`src/rtl/sale_pkg.sv`:
```
// Shared encodings for the vending-machine customer initiator: coin and drink
// codes on the machine interface, completion status and FSM state.
package sale_pkg;

    localparam logic [1:0] COIN_NONE = 2'd0;
    localparam logic [1:0] COIN5     = 2'd1;
    localparam logic [1:0] COIN10    = 2'd2;

    localparam logic [1:0] DRINK_NONE = 2'd0;
    localparam logic [1:0] DRINK5     = 2'd1;
    localparam logic [1:0] DRINK10    = 2'd2;

    typedef enum logic [1:0] {
        ST_OK       = 2'd0,
        ST_NO_FUNDS = 2'd1,
        ST_TIMEOUT  = 2'd2,
        ST_MISMATCH = 2'd3
    } sale_status_e;

    typedef enum logic [2:0] {
        S_IDLE  = 3'd0,
        S_COIN1 = 3'd1,
        S_COIN2 = 3'd2,
        S_WAIT  = 3'd3,
        S_DONE  = 3'd4
    } sale_state_e;

endpackage

```
`src/rtl/sale_payer_plan.sv`:
```
// Combinational coin planner: from the drink choice and wallet contents decide
// which coins to pay with and what the machine should hand back.
module sale_payer_plan
    import sale_pkg::*;
#(
    parameter int CNT_W = 4
) (
    input  logic             req_sel_i,
    input  logic [CNT_W-1:0] n5_i,
    input  logic [CNT_W-1:0] n10_i,
    output logic [1:0]       coin1_o,
    output logic             two_coin_o,
    output logic             funds_ok_o,
    output logic [1:0]       expect_drink_o,
    output logic             expect_change_o
);

    localparam logic [CNT_W-1:0] CNT_ZERO = '0;
    localparam logic [CNT_W-1:0] CNT_TWO  = CNT_W'(2);

    always_comb begin
        coin1_o         = COIN_NONE;
        two_coin_o      = 1'b0;
        funds_ok_o      = 1'b0;
        expect_change_o = 1'b0;
        expect_drink_o  = req_sel_i ? DRINK10 : DRINK5;
        if (!req_sel_i) begin
            if (n5_i != CNT_ZERO) begin
                coin1_o    = COIN5;
                funds_ok_o = 1'b1;
            end else if (n10_i != CNT_ZERO) begin
                // Overpaying a 5$ drink with a 10$ coin earns one 5$ coin back.
                coin1_o         = COIN10;
                funds_ok_o      = 1'b1;
                expect_change_o = 1'b1;
            end
        end else begin
            if (n10_i != CNT_ZERO) begin
                coin1_o    = COIN10;
                funds_ok_o = 1'b1;
            end else if (n5_i >= CNT_TWO) begin
                coin1_o    = COIN5;
                two_coin_o = 1'b1;
                funds_ok_o = 1'b1;
            end
        end
    end

endmodule

```
`src/rtl/sale_payer.sv`:
```
// Customer-side initiator: pays for a drink coin-by-coin on sel/din, checks the
// machine's drinks_out/change_out response and keeps the wallet up to date.
module sale_payer
    import sale_pkg::*;
#(
    parameter int CNT_W   = 4,
    parameter int TIMEOUT = 4
) (
    input  logic             clk,
    input  logic             rst_n,
    input  logic             load,
    input  logic [CNT_W-1:0] load_n5,
    input  logic [CNT_W-1:0] load_n10,
    input  logic             req,
    input  logic             req_sel,
    output logic             sel,
    output logic [1:0]       din,
    input  logic [1:0]       drinks_out,
    input  logic             change_out,
    output logic             ready,
    output logic             done,
    output logic [1:0]       status,
    output logic [CNT_W-1:0] n5,
    output logic [CNT_W-1:0] n10,
    output sale_state_e      state_dbg
);

    localparam logic [CNT_W-1:0] CNT_ONE    = CNT_W'(1);
    localparam logic [CNT_W-1:0] CNT_MAX    = '1;
    localparam logic [3:0]       TIMER_LAST = 4'(TIMEOUT - 1);

    // Handshake: req/load are sampled only on a rising edge where ready=1;
    // load has priority. done is a single-cycle pulse and status is valid with it.

    sale_state_e      state_q;
    sale_status_e     status_q;
    logic             sel_q;
    logic [1:0]       din_q;
    logic             ready_q;
    logic             done_q;
    logic [CNT_W-1:0] n5_q;
    logic [CNT_W-1:0] n10_q;
    logic [3:0]       timer_q;
    logic             two_coin_q;
    logic [1:0]       exp_drink_q;
    logic             exp_change_q;

    logic [1:0]       plan_coin1;
    logic             plan_two_coin;
    logic             plan_funds_ok;
    logic [1:0]       plan_expect_drink;
    logic             plan_expect_change;
    logic [CNT_W-1:0] n5_refund_d;
    logic             resp_match;

    sale_payer_plan #(
        .CNT_W(CNT_W)
    ) u_plan (
        .req_sel_i      (req_sel),
        .n5_i           (n5_q),
        .n10_i          (n10_q),
        .coin1_o        (plan_coin1),
        .two_coin_o     (plan_two_coin),
        .funds_ok_o     (plan_funds_ok),
        .expect_drink_o (plan_expect_drink),
        .expect_change_o(plan_expect_change)
    );

    assign n5_refund_d = (n5_q == CNT_MAX) ? n5_q : n5_q + CNT_ONE;
    assign resp_match  = (drinks_out == exp_drink_q) && (change_out == exp_change_q);

    always_ff @(posedge clk or negedge rst_n) begin
        if (!rst_n) begin
            state_q      <= S_IDLE;
            status_q     <= ST_OK;
            sel_q        <= 1'b0;
            din_q        <= COIN_NONE;
            ready_q      <= 1'b1;
            done_q       <= 1'b0;
            n5_q         <= '0;
            n10_q        <= '0;
            timer_q      <= '0;
            two_coin_q   <= 1'b0;
            exp_drink_q  <= DRINK_NONE;
            exp_change_q <= 1'b0;
        end else begin
            done_q <= 1'b0;
            case (state_q)
                S_IDLE: begin
                    if (load) begin
                        n5_q  <= load_n5;
                        n10_q <= load_n10;
                    end else if (req) begin
                        sel_q <= req_sel;
                        if (plan_funds_ok) begin
                            state_q      <= S_COIN1;
                            ready_q      <= 1'b0;
                            din_q        <= plan_coin1;
                            two_coin_q   <= plan_two_coin;
                            exp_drink_q  <= plan_expect_drink;
                            exp_change_q <= plan_expect_change;
                            // The first coin leaves the wallet as it goes on the bus.
                            if (plan_coin1 == COIN10) begin
                                n10_q <= n10_q - CNT_ONE;
                            end else begin
                                n5_q <= n5_q - CNT_ONE;
                            end
                        end else begin
                            done_q   <= 1'b1;
                            status_q <= ST_NO_FUNDS;
                        end
                    end
                end
                S_COIN1: begin
                    if (two_coin_q) begin
                        state_q <= S_COIN2;
                        din_q   <= COIN5;
                        n5_q    <= n5_q - CNT_ONE;
                    end else begin
                        state_q <= S_WAIT;
                        din_q   <= COIN_NONE;
                        timer_q <= '0;
                    end
                end
                S_COIN2: begin
                    state_q <= S_WAIT;
                    din_q   <= COIN_NONE;
                    timer_q <= '0;
                end
                S_WAIT: begin
                    if (drinks_out != DRINK_NONE) begin
                        state_q  <= S_DONE;
                        done_q   <= 1'b1;
                        status_q <= resp_match ? ST_OK : ST_MISMATCH;
                        if (change_out) begin
                            n5_q <= n5_refund_d;
                        end
                    end else if (timer_q == TIMER_LAST) begin
                        state_q  <= S_DONE;
                        done_q   <= 1'b1;
                        status_q <= ST_TIMEOUT;
                    end else begin
                        timer_q <= timer_q + 4'd1;
                    end
                end
                S_DONE: begin
                    state_q <= S_IDLE;
                    ready_q <= 1'b1;
                end
                default: begin
                    state_q <= S_IDLE;
                    ready_q <= 1'b1;
                    din_q   <= COIN_NONE;
                end
            endcase
        end
    end

    assign sel       = sel_q;
    assign din       = din_q;
    assign ready     = ready_q;
    assign done      = done_q;
    assign status    = status_q;
    assign n5        = n5_q;
    assign n10       = n10_q;
    assign state_dbg = state_q;

endmodule
```
`config.mk`:
```
export PLATFORM = sky130hd
export DESIGN_NAME = sale_payer
export DESIGN_NICKNAME = d
export VERILOG_FILES = /design/src/rtl/sale_pkg.sv /design/src/rtl/sale_payer_plan.sv /design/src/rtl/sale_payer.sv
export SDC_FILE = /design/constraint.sdc
export NUM_CORES = 1
export LEC_CHECK = 0
export CAP_MARGIN = 20
export CELL_PAD_IN_SITES_DETAIL_PLACEMENT = 1
export CELL_PAD_IN_SITES_GLOBAL_PLACEMENT = 2
export CORE_ASPECT_RATIO = 1.4
export CORE_UTILIZATION = 30
export DETAILED_ROUTE_END_ITERATION = 10
export GPL_TIMING_DRIVEN = 1
export PLACE_DENSITY_LB_ADDON = 0.1
export SYNTH_ARGS = -nofsm -noshare
export SYNTH_HDL_FRONTEND = slang
export SYNTH_SLANG_ARGS = --single-unit
```
`constraint.sdc`:
```
create_clock -name clk -period 2.6 [get_ports clk]
set_clock_uncertainty 0.2 [all_clocks]
set_input_delay 0.65 -clock clk [delete_from_list [all_inputs] [get_ports clk]]
set_output_delay 0.65 -clock clk [all_outputs]
set_load 0.02 [all_outputs]
```
==> impl_metrics.csv <==
group,metric,value,unit
critical_path,cpLargestDelayFamily,"buffers and inverters",
clock_tree,clk_latency,0.29,ns
clock_tree,cts_buffers,3,
grt,grt.total_usage,0.171,
sta,tightest_slew,0.553,ns
clock_tree,cts_tree,"done",
drt,ant_nets,0,
grt,antenna_found_initial,0,
critical_path,critPathMaxStageDelay,0.69,ns
drt,avgViaCountPerCell,5.33,
floorplanning,die_width,65.4,µm
synth,synth_cells,191,
sta,final-hold-violation-count,0,
grt,grt_max_degree,27,
synth,synth-seq-cells,26,
sta,fin_crit,2.44,ns
pwr,switching_share,0.439,
placed_design,portBuffers,33,
critical_path,required,1.75,ns
critical_path,endpoint,"state_dbg[2]",
synth,netlist.area_leader.share,0.371,
synth,synth_top_area_cell,"dfrtp_1",
final_layout,antenna_cells,0,
pwr,power.total,2.71,mW
synth,async_reset_ff_frac,1.00,
final_layout,syn_to_final_growth,31.6,%
synth,synth_common_cells,"dfrtp_1 (25), o21ai_0 (22), nor2_1 (13)",
critical_path,crit_buf_inv,1,
synth,syn-cell-area,1690,µm²
final_layout,drive_gt1_frac,0.134,
critical_path,crit_type,"reg -> out",
drt,drt_iter0_markers,34,
sta,final-max-slew-violation-count,0,
placed_design,dp.cells,293,
synth,syn_avg_cell_area,8.84,µm²
drt,via_count,1582,
floorplanning,die-area,5930,µm²
synth,synth-edff-count,0,
clock_tree,clock_sinks,26,
synth,ys.flop_type,"dfrtp_1",
sta,slew-limit-headroom,0.630,
critical_path,critical_path.slowest_cell,"clkdlybuf4s50_1",
synth,yosys_warnings,0,
clock_tree,hold_buffers,0,
critical_path,r2r_slack,0.16,ns
critical_path,path_cells,"clkdlybuf4s50_1",
placed_design,finalWeightedCongestion,0.806,
flow_run,maxCapViolations,0,
status,status,"complete, no violations",
pwr,p_clk_frac,0.133,
placed_design,dp_hpwl,3.75,mm
critical_path,critPathLaunchType,"register",
pwr,power_density,1220,nW/µm²
clock_tree,cts-resized-gates,0,
critical_path,r2r-end,"din[0]",
final_layout,design_area,2220,µm²
sta,post-route-period-util,0.940,
clock_tree,clockBufferDepth,2,
pwr,seqPwrFrac,0.287,
min_path,hold_class,"reg -> reg",
synth,synth_cell_types,52,
placed_design,place_area,2150,µm²
final_layout,final_nets,253,
synth,synth_fp_nets,212,
synth,synth.area.top_cells,"dfrtp_1 (37%), o21ai_0 (6.5%), ha_1 (3.7%)",
clock_tree,root_buffer,"clkbuf_8",
critical_path,reg2reg_depth,7,
sta,rsz0062_at_grt,"no",
drt,drtPass1Iterations,4,
floorplanning,fp.dieH,90.8,µm
drt,avgRoutedWirePerCell,16.0,µm
grt,grt-ovfl-total,0,
pwr,p_int,1.52,mW
grt,grt_pass1_wl,7.85,mm
sta,finalSetupViolations,0,
critical_path,timing.critical_path.fanout_max,13,
floorplanning,initial_core_util,0.320,
sta,fmax,409,MHz
final_layout,fin_cells,297,
critical_path,r2r-start,"n10[1]",
pwr,ir_worst_vdd,0.489,mV
critical_path,crit_start,"state_dbg[2]",
pwr,p_sw,1.19,mW
critical_path,critPathCaptureType,"output pin",
drt,drt_wl_total,4.76,mm
critical_path,cp.depth,1,
synth,synth.most_common_cell,"dfrtp_1",
clock_tree,postCtsSetupBuffers,0,
critical_path,arrival,1.59,ns
clock_tree,htree_levels,1,
floorplanning,pin_count,34,
synth,seq_area_frac_synth,0.386,
grt,grt_pass1_vias,1678,
clock_tree,cts.clk_slew.worst_paths,0.11,ns
pwr,power_leakage,0.917,nW
final_layout,fin_util,0.421,
pwr,combPwrFrac,0.581,
floorplanning,core,5280,µm²
floorplanning,rows,31,
drt,drc,0,
-- how the worst min path moves through the flow --
stage / slack, ns / to / cells past startpoint / start
2_1_floorplan: 0.15 / din[0] / 0 / rst_n
3_3_place_gp: 0.28 / two_coin_q / 2 / two_coin_q
3_5_place_dp: 0.30 / two_coin_q / 2 / two_coin_q
4_1_cts: 0.32 / two_coin_q / 2 / two_coin_q
5_1_grt: 0.35 / ready / 1 / ready
6_report: 0.32 / din[1] / 1 / din[1]
-- per-stage QoR --
stage | setup TNS (ns) | hold slack (ns) | setup WS [ns]
2_1_floorplan | 0 | 0.154 | 0.121
3_3_place_gp | 0 | 0.279 | 0.0545
3_5_place_dp | -0.0107 | 0.298 | -0.0107
4_1_cts | 0 | 0.319 | 0.141
5_1_grt | 0 | 0.351 | 0.0310
6_report | 0 | 0.321 | 0.157
-- flip-flops by register name, indices dropped and copies added (netlist names) --
name          flops
din               2
done              1
exp_change_q      1
exp_drink_q       2
n10               4
n5                4
ready             1
sel               1
state_dbg         3
status            2
timer_q           4
two_coin_q        1
-- cell families after synthesis --
| group | Yosys count | synth area share |
|---|---|---|
| compound gates | 64 | 0.246 |
| flops | 26 | 0.386 |
| fa+ha+maj | 5 | 0.0371 |
| buf+inv | 21 | 0.0556 |
| simple gates | 65 | 0.219 |
| xor+xnor | 6 | 0.0311 |
| mux | 4 | 0.0252 |
-- area by class of cell --
cell class                 count  area, µm²
clock buffer                   3       41.3
clock inverter                 1       30.0
fill                         643       3050
inverter                      10       37.5
multi-input combinational    144        942
sequential                    26        652
tap                           66       82.6
timing repair buffer          47        435
-- metal layers --
metal	GRT usage	vias to the layer above	wire, µm
met1	0.195	777	2000
met5	0	-	0
met2	0.314	26	2540
met3	0.0265	7	135
li1	-	772	-
met4	0.0525	0	79
-- power groups by stage --
| stage | Clock (mW) | Combinational [mW] | Sequential, mW |
|---|---|---|---|
| finish | 0.360 | 1.58 | 0.778 |
| global route | 0.374 | 1.75 | 0.810 |
| floorplan | 0 | 0.886 | 0.878 |
| detailed placement | 0 | 1.59 | 0.790 |
| CTS | 0.365 | 1.60 | 0.782 |
| global placement | 0 | 1.56 | 0.776 |
-- layout by cell type, fill, tap and decap left out, types with 3 or more instances in the layout --
cell type,instances
a21o_1,3
a22oi_1,4
nor4_1,3
a21oi_1,12
nor2_1,13
o21ai_0,22
nor3b_1,6
nand2_1,12
nand3_1,5
o31ai_1,6
nand2b_1,3
dfrtp_1,25
inv_1,10
buf_4,14
xnor2_1,5
nor3_1,7
clkbuf_8,3
o22ai_1,4
clkdlybuf4s50_1,33
ha_1,5
Note: power is estimated with default switching activity, not from simulation.
==> edit, RTL diff (config.mk and constraints unchanged) <==
`CNT_W` is set to 4 in 2 places; all go to 6.
--- a/src/rtl/sale_payer_plan.sv
+++ b/src/rtl/sale_payer_plan.sv
@@ -5,3 +5,3 @@
 #(
-    parameter int CNT_W = 4
+    parameter int CNT_W = 6
 ) (
--- a/src/rtl/sale_payer.sv
+++ b/src/rtl/sale_payer.sv
@@ -5,3 +5,3 @@
 #(
-    parameter int CNT_W   = 4,
+    parameter int CNT_W   = 6,
     parameter int TIMEOUT = 4
Interface: changed (resized load_n10, load_n5, n10 and n5); port bits go from 34 to 42. The function was not compared with the original's and may differ.
==> edit against the unedited design <==
  * Wire length increased by 37%
  * Total power increased by 25%
  * Largest power group unchanged
  * Final area rose by 32%
  * Setup slack worse by 0.027 ns
  * Synthesized area up 25%
  * Count of clock-buffer cells in the layout up 4
  * Sequential share of layout area shrank 3.8 points
  * Die area increased by 24%
  * Via count increased by 33%
  * Cell count rose by 36%
  * Sequential power up 14%
  * Sequential cell count grew 4
==> edit: results <==
[yosys]
unique_masters_post_synth = 64
synth.top_cells.by_area = "sky130_fd_sc_hd__dfrtp_1 (34%), sky130_fd_sc_hd__o21ai_0 (4.3%), sky130_fd_sc_hd__nand2_1 (3.7%), sky130_fd_sc_hd__ha_1 (3.6%), sky130_fd_sc_hd__a21oi_1 (3.3%)"
synth.net_count = 263
synthTopCellsByCount = "sky130_fd_sc_hd__dfrtp_1 (29), sky130_fd_sc_hd__nand2_1 (21), sky130_fd_sc_hd__o21ai_0 (18), sky130_fd_sc_hd__nor2_1 (15), sky130_fd_sc_hd__a21oi_1 (14)"
yosysSeqAreaShare_pct = 35.6

[pwr]
internal_power_uw = 1860
power.leakage_uw = 0.00122
power.ir.vdd_worst_mv = 0.462

[global_routing]
wire_length_of_the_first_global_routing_pass_mm = 10.8
pin_count_of_the_biggest_net_entering_global_routing = 31
grt_util_all_layers_pct = 19.4
grt_pass1_vias = 2211

[cts]
cts-buffers-inserted = 5
cts_htree_levels = 2
clkTransAtPathRegs_ns = 0.07

[sta]
worst_slew_pin_slew_ns = 0.450

[drt]
drt-vias-per-instance = 5.21
drt_iter0_markers = 67

[critical_path]
critical-path-max-stage-delay_ns = 0.42
crit_slowest_cell = "sky130_fd_sc_hd__dfrtp_1"
critical_path_arrival_ns = 2.44
worst_path_dominant_cell_family = "simple AND/OR/NAND/NOR gates"

[placement]
gpl.final_weighted_congestion = 0.808
portBuffers = 41
hpwl_mm = 5.09

[status]
run_status = "complete, no violations"

[finish]
n_fill_cell = 813
post_route_cells_drive_above_1_share_pct = 20.3
finalNetCount = 336
-- edit: layout make-up --
class | instances | share of cell area [%]
Multi-Input combinational cell | 182 | 42.2
Timing Repair Buffer | 79 | 23.7
Inverter | 12 | 1.53
Sequential cell | 30 | 25.6
Clock inverter | 1 | 0.170
Clock buffer | 7 | 2.94
Tap cell | 92 | 3.92
-- edit: worst min-delay path, cell delays in order, from the launching register on --
cell and delay (ns):
sky130_fd_sc_hd__dfrtp_1 0.34, sky130_fd_sc_hd__nand2_1 0.05, sky130_fd_sc_hd__o21ai_0 0.06
-- edit: cells by family (layout without fill, tap and decap cells) --
| logic type | Yosys count | after routing | synth area share, % |
|---|---|---|---|
| flops | 30 | 30 | 35.6 |
| buf+inv | 25 | 99 | 5.75 |
| compound gates | 72 | 72 | 23.6 |
| simple gates | 94 | 94 | 26.8 |
| fa+ha+maj | 6 | 6 | 3.55 |
| mux | 5 | 5 | 2.61 |
| xor+xnor | 5 | 5 | 2.07 |
-- edit: metrics by stage --
step	power (µW)	std cells	hold slack, ns	setup WS, ns	area, µm²
floorplan	2160	237	0.154	0.125	2110
global placement	3000	395	0.260	-0.0237	2850
detailed placement	3020	395	0.272	-0.0648	2850
CTS	3440	403	0.288	0.128	2940
global route	3670	403	0.341	0.0142	2940
finish	3400	403	0.281	0.129	2940
-- edit: power by group through the flow --
stage | clock network [µW] | registers (µW) | logic [µW]
6_report | 401 | 885 | 2120
5_1_grt | 434 | 921 | 2310
4_1_cts | 420 | 892 | 2130
3_5_place_dp | 0 | 899 | 2120
3_3_place_gp | 0 | 895 | 2100
2_1_floorplan | 0 | 1020 | 1140
-- edit: final timing paths --
kind,cells past startpoint,slack (ns),end,from
hold reg to reg,2,0.28,sel$_DFFE_PN0P_,sel$_DFFE_PN0P_
setup / recovery,7,0.13,n5[1]$_DFFE_PN0P_,n10[0]$_DFFE_PN0P_
min in group asynchronous,2,0.58,n10[5]$_DFFE_PN0P_,rst_n
hold / removal,2,0.28,sel$_DFFE_PN0P_,sel$_DFFE_PN0P_
max in group asynchronous,2,1.30,ready$_DFFE_PN1P_,rst_n
setup reg to reg,7,0.13,n5[1]$_DFFE_PN0P_,n10[0]$_DFFE_PN0P_
-- edit: routing by layer --
layer  up-vias  share of wire, %  global-route usage [%]
met5         -                 0                       0
met4         0               2.9                    8.90
met3        13               2.7                    2.89
met2        39                51                    35.2
met1      1018                43                    22.2
li1       1031                 -                       -
